<file path="config.mk">
export PLATFORM = sky130hd
export DESIGN_NAME = sram_like_inst_responder_flat
export DESIGN_NICKNAME = d
export VERILOG_FILES = /design/src/rtl/sram_like_resp_pkg.sv /design/src/rtl/sram_like_inst_responder_if.sv /design/src/rtl/sram_like_inst_responder_resp_wait_counter.sv /design/src/rtl/sram_like_inst_responder.sv /design/src/flat_wrapper.sv
export SDC_FILE = /design/constraint.sdc
export NUM_CORES = 1
export LEC_CHECK = 0
export ABC_AREA = 1
export BUFFER_PORTS_ARGS = -buffer_cell sky130_fd_sc_hd__buf_2
export CORE_MARGIN = 8
export CORE_UTILIZATION = 30
export DETAILED_ROUTE_END_ITERATION = 8
export PLACE_DENSITY = 0.64
export SETUP_SLACK_MARGIN = 0.4
export SLEW_MARGIN = 10
export SYNTH_ARGS = -nofsm -noshare
export SYNTH_HDL_FRONTEND = slang
export SYNTH_SLANG_ARGS = --single-unit
</file>
<file path="constraint.sdc">
create_clock -name clk -period 7.4 [get_ports clk]
set_input_delay 0.74 -clock clk [delete_from_list [all_inputs] [get_ports clk]]
set_output_delay 0.74 -clock clk [all_outputs]
set_load 0.02 [all_outputs]
</file>
<file path="src/rtl/sram_like_resp_pkg.sv">
// Shared types for the SRAM-like instruction responder.
// State encoding and wait-counter width.
package sram_like_resp_pkg;

  localparam int CNT_W = 8;

  typedef enum logic [2:0] {
    IDLE,
    WAIT,
    RD1,
    RD2,
    CAP,
    RESP
  } state_t;

endpackage

</file>
<file path="src/rtl/sram_like_inst_responder_if.sv">
// Dual-fetch SRAM-like instruction port between the CPU fetch
// unit (master) and the memory-side responder (slave).
interface sram_like_inst_responder_if;

  logic        inst_req_1;
  logic        inst_req_2;
  logic [31:0] inst_addr_1;
  logic [31:0] inst_addr_2;
  logic        inst_addr_ok;
  logic        inst_data_ok;
  logic        second_data_ok;
  logic [31:0] inst_rdata_1;
  logic [31:0] inst_rdata_2;

  modport master (
    output inst_req_1,
    output inst_req_2,
    output inst_addr_1,
    output inst_addr_2,
    input  inst_addr_ok,
    input  inst_data_ok,
    input  second_data_ok,
    input  inst_rdata_1,
    input  inst_rdata_2
  );

  modport slave (
    input  inst_req_1,
    input  inst_req_2,
    input  inst_addr_1,
    input  inst_addr_2,
    output inst_addr_ok,
    output inst_data_ok,
    output second_data_ok,
    output inst_rdata_1,
    output inst_rdata_2
  );

endinterface

</file>
<file path="src/rtl/sram_like_inst_responder_resp_wait_counter.sv">
// Loadable down-counter pacing the WAIT state.
// done flags the last wait cycle (count == 1).
module resp_wait_counter
  import sram_like_resp_pkg::*;
(
  input  logic             clk,
  input  logic             rst,
  input  logic             load,
  input  logic [CNT_W-1:0] load_val,
  input  logic             dec,
  output logic             done
);

  logic [CNT_W-1:0] count;

  always_ff @(posedge clk or posedge rst) begin
    if (rst) begin
      count <= '0;
    end else if (load) begin
      count <= load_val;
    end else if (dec && count != '0) begin
      count <= count - CNT_W'(1);
    end
  end

  assign done = (count == CNT_W'(1));

endmodule

</file>
<file path="src/rtl/sram_like_inst_responder.sv">
// Memory-side responder for the dual-fetch SRAM-like instruction port.
// SRAM_LIKE_RESP_SEQ_CHECK_EN: serve word 2 only when it follows word 1.
module sram_like_inst_responder
  import sram_like_resp_pkg::*;
#(
  parameter int MEM_AW  = 16,
  parameter int LATENCY = 0
) (
  input  logic              clk,
  input  logic              rst,
  sram_like_inst_responder_if.slave bus,
  output logic              mem_en,
  output logic [MEM_AW-1:0] mem_addr,
  input  logic [31:0]       mem_rdata
);

  state_t state;

  logic [MEM_AW-1:0] a1;
  logic [MEM_AW-1:0] a2;
  logic              r2;
  logic [31:0]       word1;
  logic [31:0]       word2;
  logic              data_ok;
  logic              second_ok;

  logic              hs;
  logic [MEM_AW-1:0] in_a1;
  logic [MEM_AW-1:0] in_a2;
  logic              in_r2;
  logic              cnt_done;
  logic              unused_bits;

  assign in_a1 = bus.inst_addr_1[MEM_AW+1:2];
  assign in_a2 = bus.inst_addr_2[MEM_AW+1:2];

  // Byte offset and high bits are don't-care: the memory wraps.
  assign unused_bits = ^{bus.inst_addr_1[31:MEM_AW+2],
                         bus.inst_addr_1[1:0],
                         bus.inst_addr_2[31:MEM_AW+2],
                         bus.inst_addr_2[1:0]};

`ifdef SRAM_LIKE_RESP_SEQ_CHECK_EN
  assign in_r2 = bus.inst_req_2 &&
                 (in_a2 == in_a1 + MEM_AW'(1));
`else
  assign in_r2 = bus.inst_req_2;
`endif

  assign hs = bus.inst_req_1 && (state == IDLE) && !rst;

  assign bus.inst_addr_ok   = hs;
  assign bus.inst_data_ok   = data_ok;
  assign bus.second_data_ok = second_ok;
  assign bus.inst_rdata_1   = word1;
  assign bus.inst_rdata_2   = word2;

  resp_wait_counter u_wait (
    .clk      (clk),
    .rst      (rst),
    .load     (hs),
    .load_val (CNT_W'(LATENCY)),
    .dec      (state == WAIT),
    .done     (cnt_done)
  );

  always_ff @(posedge clk or posedge rst) begin
    if (rst) begin
      state     <= IDLE;
      a1        <= '0;
      a2        <= '0;
      r2        <= 1'b0;
      word1     <= '0;
      word2     <= '0;
      data_ok   <= 1'b0;
      second_ok <= 1'b0;
      mem_en    <= 1'b0;
      mem_addr  <= '0;
    end else begin
      data_ok   <= 1'b0;
      second_ok <= 1'b0;
      mem_en    <= 1'b0;
      unique case (state)
        IDLE: begin
          if (hs) begin
            a1 <= in_a1;
            a2 <= in_a2;
            r2 <= in_r2;
            if (LATENCY > 0) begin
              state <= WAIT;
            end else begin
              state    <= RD1;
              mem_en   <= 1'b1;
              mem_addr <= in_a1;
            end
          end
        end
        WAIT: begin
          if (cnt_done) begin
            state    <= RD1;
            mem_en   <= 1'b1;
            mem_addr <= a1;
          end
        end
        RD1: begin
          if (r2) begin
            state    <= RD2;
            mem_en   <= 1'b1;
            mem_addr <= a2;
          end else begin
            state <= CAP;
          end
        end
        RD2: begin
          word1 <= mem_rdata;
          state <= CAP;
        end
        CAP: begin
          if (r2) begin
            word2 <= mem_rdata;
          end else begin
            word1 <= mem_rdata;
            word2 <= '0;
          end
          data_ok   <= 1'b1;
          second_ok <= r2;
          state     <= RESP;
        end
        RESP: begin
          state <= IDLE;
        end
        default: begin
          state <= IDLE;
        end
      endcase
    end
  end

endmodule

</file>
<file path="src/flat_wrapper.sv">
// flat-port wrapper written by rule: the top's interface ports become plain ports
module sram_like_inst_responder_flat import sram_like_resp_pkg::*;
#(
  parameter int MEM_AW  = 16,
  parameter int LATENCY = 0
)
  (clk, rst, mem_en, mem_addr, mem_rdata, bus_inst_req_1, bus_inst_req_2, bus_inst_addr_1, bus_inst_addr_2, bus_inst_addr_ok, bus_inst_data_ok, bus_second_data_ok, bus_inst_rdata_1, bus_inst_rdata_2);
  sram_like_inst_responder_if bus_i ();
  input  logic clk;
  input  logic rst;
  output logic mem_en;
  output logic [MEM_AW-1:0] mem_addr;
  input  logic [31:0] mem_rdata;
  input wire logic [$bits(bus_i.inst_req_1)-1:0] bus_inst_req_1;
  input wire logic [$bits(bus_i.inst_req_2)-1:0] bus_inst_req_2;
  input wire logic [$bits(bus_i.inst_addr_1)-1:0] bus_inst_addr_1;
  input wire logic [$bits(bus_i.inst_addr_2)-1:0] bus_inst_addr_2;
  output wire logic [$bits(bus_i.inst_addr_ok)-1:0] bus_inst_addr_ok;
  output wire logic [$bits(bus_i.inst_data_ok)-1:0] bus_inst_data_ok;
  output wire logic [$bits(bus_i.second_data_ok)-1:0] bus_second_data_ok;
  output wire logic [$bits(bus_i.inst_rdata_1)-1:0] bus_inst_rdata_1;
  output wire logic [$bits(bus_i.inst_rdata_2)-1:0] bus_inst_rdata_2;
  assign bus_i.inst_req_1 = bus_inst_req_1;
  assign bus_i.inst_req_2 = bus_inst_req_2;
  assign bus_i.inst_addr_1 = bus_inst_addr_1;
  assign bus_i.inst_addr_2 = bus_inst_addr_2;
  assign bus_inst_addr_ok = bus_i.inst_addr_ok;
  assign bus_inst_data_ok = bus_i.inst_data_ok;
  assign bus_second_data_ok = bus_i.second_data_ok;
  assign bus_inst_rdata_1 = bus_i.inst_rdata_1;
  assign bus_inst_rdata_2 = bus_i.inst_rdata_2;
  sram_like_inst_responder #(.MEM_AW(MEM_AW), .LATENCY(LATENCY)) u_core (.clk(clk), .rst(rst), .bus(bus_i), .mem_en(mem_en), .mem_addr(mem_addr), .mem_rdata(mem_rdata));
endmodule
</file>
# After elaboration in Yosys (flattened, before gate mapping)
# Cells that the tools add are included.
# word_totals
reg_bits	127
latch_bits	0
ram_bits	0
romBits	0
input_bits	100
output_inout_bits	84
word_cells	53
memories	0
# classes
n_addsub	1
multipliers	0
n_div	0
magnitude_cmp	0
n_eq_ne	9
shifts	0
mux	19
n_bitwise	0
n_reduce_logical	13
# ops
op	count
$mux 32	2
$pmux 32 s2	1
$mux 16	3
$pmux 16 s3	1
$mux 8	2
$pmux 3 s5	1
$mux 3	3
$eq 8x1->1 const B	1
$reduce_bool 8->1	1
$sub 8x1->8 const B	1
$eq 3x2->1 const B	2
$reduce_and 2->1	3
$mux 1	5
$ne 2x1->1 const B	2
$ne 2x2->1 const B	2
$reduce_and 4->1	1
$reduce_bool 2->1	2
$eq 3x1->1 const B	1
$eq 3x3->1 const B	1
$logic_and 1x1->1	3
$logic_not 3->1	1
$pmux 1 s3	1
$reduce_bool 3->1	1
$logic_not 1->1	1

# Longest topological paths before layout
# logic_depth
depth_word	5
depth_mapped	9

# Modules after synthesis
# From an unflattened synthesis, not the netlist that was laid out.
# hier_totals
hier_cells	615
hier_area_um2	5586.6
# by_module_without_submodules
module	instances	cells_per_inst	area_each_um2	seq_area_each_um2
sram_like_inst_responder	1	524	4939.7	2977.9
resp_wait_counter	1	91	646.9	200.2

# Worst setup path before layout
# Ideal clock, no wire load.
# synth_timing
path_type	input to output
start	in rst
end	out bus_inst_addr_ok
arrival_time_ns	4.402
t_required_ns	6.660
path_slack_ns	2.258
path_stages	5
n_path_buf	2
path_cell_list	inv_1 > nand2_1 > nor2_4 > buf_6 > buf_2
# synth_between
elab_chain_cells	2
# synth_lines
item	line_no	rtl
from (decl)	flat_wrapper.sv:10	input logic rst;
$logic_not 1->1	sram_like_inst_responder.sv:50	assign hs = bus.inst_req_1 && (state == IDLE) && !rst;
$logic_and 1x1->1	sram_like_inst_responder.sv:50	
to (decl)	flat_wrapper.sv:18	output wire logic [$bits(bus_i.inst_addr_ok)-1:0] bus_inst_addr_ok;
# Every way passes these cells.

# Worst setup path in the final report
# layout_timing
start	reg u_core.state[1]
end	reg u_core.word1[20] (netlist: u_core.bus.inst_rdata_1[20])
# layout_between
elab_chain_cells	3
elab_cells_between_ends	6
# layout_lines
item	line_no	rtl
from (decl)	sram_like_inst_responder.sv:17	state_t state;
from (signal assigned)	sram_like_inst_responder.sv:69	state <= IDLE;
from (signal assigned)	sram_like_inst_responder.sv:90	state <= WAIT;
from (signal assigned)	sram_like_inst_responder.sv:92	state <= RD1;
$eq 3x3->1 / $eq 3x2->1 (equally long branches)	sram_like_inst_responder.sv:83	unique case (state)
$ne 2x2->1 (no source line) / $reduce_bool 2->1 (equally long branches)	-	
$reduce_and 2->1 (no source line)	-	
to (signal assigned)	sram_like_inst_responder.sv:115	word1 <= mem_rdata;
to (signal assigned)	sram_like_inst_responder.sv:122	word1 <= mem_rdata;
to (decl)	sram_like_inst_responder.sv:22	logic [31:0] word1;
# Parallel ways exist; a longest one is shown, timed or not.
# A chain may end at the register's enable or synchronous reset.

==> reports/summary.txt <==
fin. max-slew vios = 0
Sink Count = 127
highest-delay cell along the critical path = nand2_2
most frequent cells in the layout = nand2_1, buf_2, dfrtp_1
share of layout cells above drive strength 1 = 25.6%
Yosys warnings = 0
worst-path cell chain = nor2_2 -> nand2_2 -> inv_2 -> nand2_2 -> nand2_2 -> o21ai_0
RePlAce Congestion = 0.784
Hold Vio Cnt, Final = 0
pin count of the biggest net entering global routing = 65
pwr/cell area = 494 nW/um^2
simple-gate share of the synthesized area = 26.4%
initial antenna violation count = 0
initial cell density of the core = 30.8%
Max rail drop VDD = 175 uV
Critical Path Most Common Cell = nand2_2
Die Width = 149 um
CTS tree = done
root buf cell = clkbuf_16
arrival time worst endpoint = 3320 ps
Vias = 4438
CP Max Fanout = 64
Worst-Margin Slew = 1050 ps
Post-Synth XOR/XNOR Area = 0.165%
Min Hold Slack = 197 ps
Bufs on Longest Clock Path = 2
Die ar. = 22300 sq um
CP peak stage delay = 770 ps
final WL = 14200 um
post_cts resized = 0
gr ovfl total = 0
outcome = completed
antenna-violating nets left = 0
main combinational cell family by area after synthesis = simple AND/OR/NAND/NOR gates
worst-skew pair later-pin latency = 410 ps
Unique masters post-synth = 21
post-DP HPWL = 9670 um
Slew HR = 29.6%
Clock transition at path regs = 60 ps
period utilization = 40.9%
number of global-route vias before repair = 4340
I/O Pins = 184
# H-tree levels = 4
Net Count, Synth = 723
Crit. End Element = flop
worst min path class = in2async
height of the die = 149 um
mux share of post-synthesis cell area = 0%
Routed WL per cell = 14.1 um
Vias/cell = 4.42
crit path time final = 3030 ps
flops & latches, synth = 127
clock skew = 10.1 ps
# rows = 48
maxcap violations = 0
final-stage net count = 870
met1 Track Usage GR = 17.6%
adder-cell area share of the yosys netlist = 0.705%
Fmax = 0.330 GHz
Setup crit start kind = flop
Synth Cell Area = 5320 sq um
post-synthesis compound-gate area fraction = 6.58%
Worst R2R Path Depth = 6
first-pass GRT wire length = 23000 um
Residual DRC = 0
Setup violations, final = 0
Ant. Diodes = 0
DR pass1 iterations = 4
CP Class = reg2reg
Mapped Cells = 620
core area = 17300 sq um
Inserted Clock Buffers = 17
setup tns final = 0 ps
met2 usage in global routing = 19.0%
post-CTS setup buffer count = 0
Most Used Layer, Global Route = met2
port bufs = 151
most common cell after layout, fill and taps aside = nand2_1
Critical Path RT = 7690 ps
CTS Hold Buffers Added = 0
synthesis-to-layout area growth = 29.1%
Pleak = 3.83 nW
total global-route track usage = 12.9%
sequential fraction of the synthesis area = 59.7%
Avg Inst Size Synth = 8.58 sq um
unrepaired setup endpoints after global routing = false
Iter 0 DRT Violations = 241
met3 Use GR = 3.85%
-- worst max-delay path, delay by kind of cell (launching register included) --
| family | cells | cell delay (ps) |
|---|---|---|
| buffers and inverters | 1 | 120 |
| AOI/OAI and AO/OA | 1 | 460 |
| DFF | 1 | 400 |
| and+or+nand+nor | 4 | 1880 |
-- stage by stage --
| stage | std cells | cell area (sq um) | power (mW) | setup slack [ps] | util, % |
|---|---|---|---|---|---|
| final | 1005 | 6870 | 3.39 | 4370 | 39.7 |
| after global routing | 1005 | 6870 | 3.65 | 3970 | 39.7 |
| after CTS | 1005 | 6870 | 3.45 | 4150 | 39.7 |
| after detailed placement | 973 | 6230 | 2.52 | 4170 | 36.0 |
| after global placement | 973 | 6230 | 2.49 | 4260 | 36.0 |
| after floorplan | 620 | 5320 | 2.09 | 2260 | - |
-- worst paths after layout --
| kind | from | end | slack [ps] |
|---|---|---|---|
| setup / recovery | u_core.state[1]$_DFFE_PP0P_ | u_core.bus.inst_rdata_1[20]$_DFFE_PP0P_ | 4370 |
| hold / removal | rst | u_core.a2[3]$_DFFE_PP0P_ | 200 |
| setup reg to reg | u_core.state[1]$_DFFE_PP0P_ | u_core.bus.inst_rdata_1[20]$_DFFE_PP0P_ | 4370 |
| hold reg to reg | u_core.a1[12]$_DFFE_PP0P_ | u_core.a1[12]$_DFFE_PP0P_ | 470 |
| max in group asynchronous | rst | u_core.u_wait.count[5]$_DFFE_PP0P_ | 6200 |
| min in group clk | u_core.a1[12]$_DFFE_PP0P_ | u_core.a1[12]$_DFFE_PP0P_ | 470 |
-- cell families (layout without fill, tap and decap cells) --
logic type      after synthesis  in the layout
simple gates                343            343
xor+xnor                      1              1
flops                       127            127
fa+ha+maj                     3              3
buf+inv                      77            237
compound gates               69             69
-- synthesized netlist by cell type (all sizes together) --
library cell | instances | share of area [%]
nand4 | 6 | 0.71
ha | 3 | 0.71
nor2 | 17 | 1.8
nand2 | 280 | 20
o21ai | 67 | 6.3
o21bai | 2 | 0.28
buf | 20 | 2.5
nor3 | 1 | 0.094
dfrtp | 127 | 60
clkbuf | 6 | 0.42
inv | 51 | 3.6
nand3 | 39 | 3.8
xor2 | 1 | 0.16
-- final cells by class --
cell class / count / area [sq um]
Sequential cell: 127 / 3180
Clock buffer: 20 / 457
Tap cell: 225 / 282
Multi-Input combinational cell: 416 / 1800
Fill cell: 1746 / 10400
Timing Repair Buffer: 154 / 778
Clock inverter: 12 / 184
Inverter: 51 / 194
-- state kept, by name, summed over array words and instances, names as in the netlist --
name / flops
u_core.a2: 16
u_core.u_wait.count: 8
u_core.bus.inst_rdata_2: 32
u_core.bus.second_data_ok: 1
u_core.state: 3
u_core.bus.inst_data_ok: 1
u_core.a1: 16
u_core.mem_en: 1
u_core.r2: 1
u_core.mem_addr: 16
u_core.bus.inst_rdata_1: 32
-- routing by layer --
metal	share of wire, %	up-vias
met1	47	2056
li1	-	2233
met3	7.1	11
met4	1.1	0
met2	44	138
met5	0	-
-- power breakdown --
group	switching (mW)	leakage, nW	internal (mW)
registers	0.180	1.62	1.03
clock network	0.319	0.307	0.585
logic	0.879	1.91	0.404
total	1.38	3.83	2.02
Note: power is estimated with default switching activity, not from simulation.
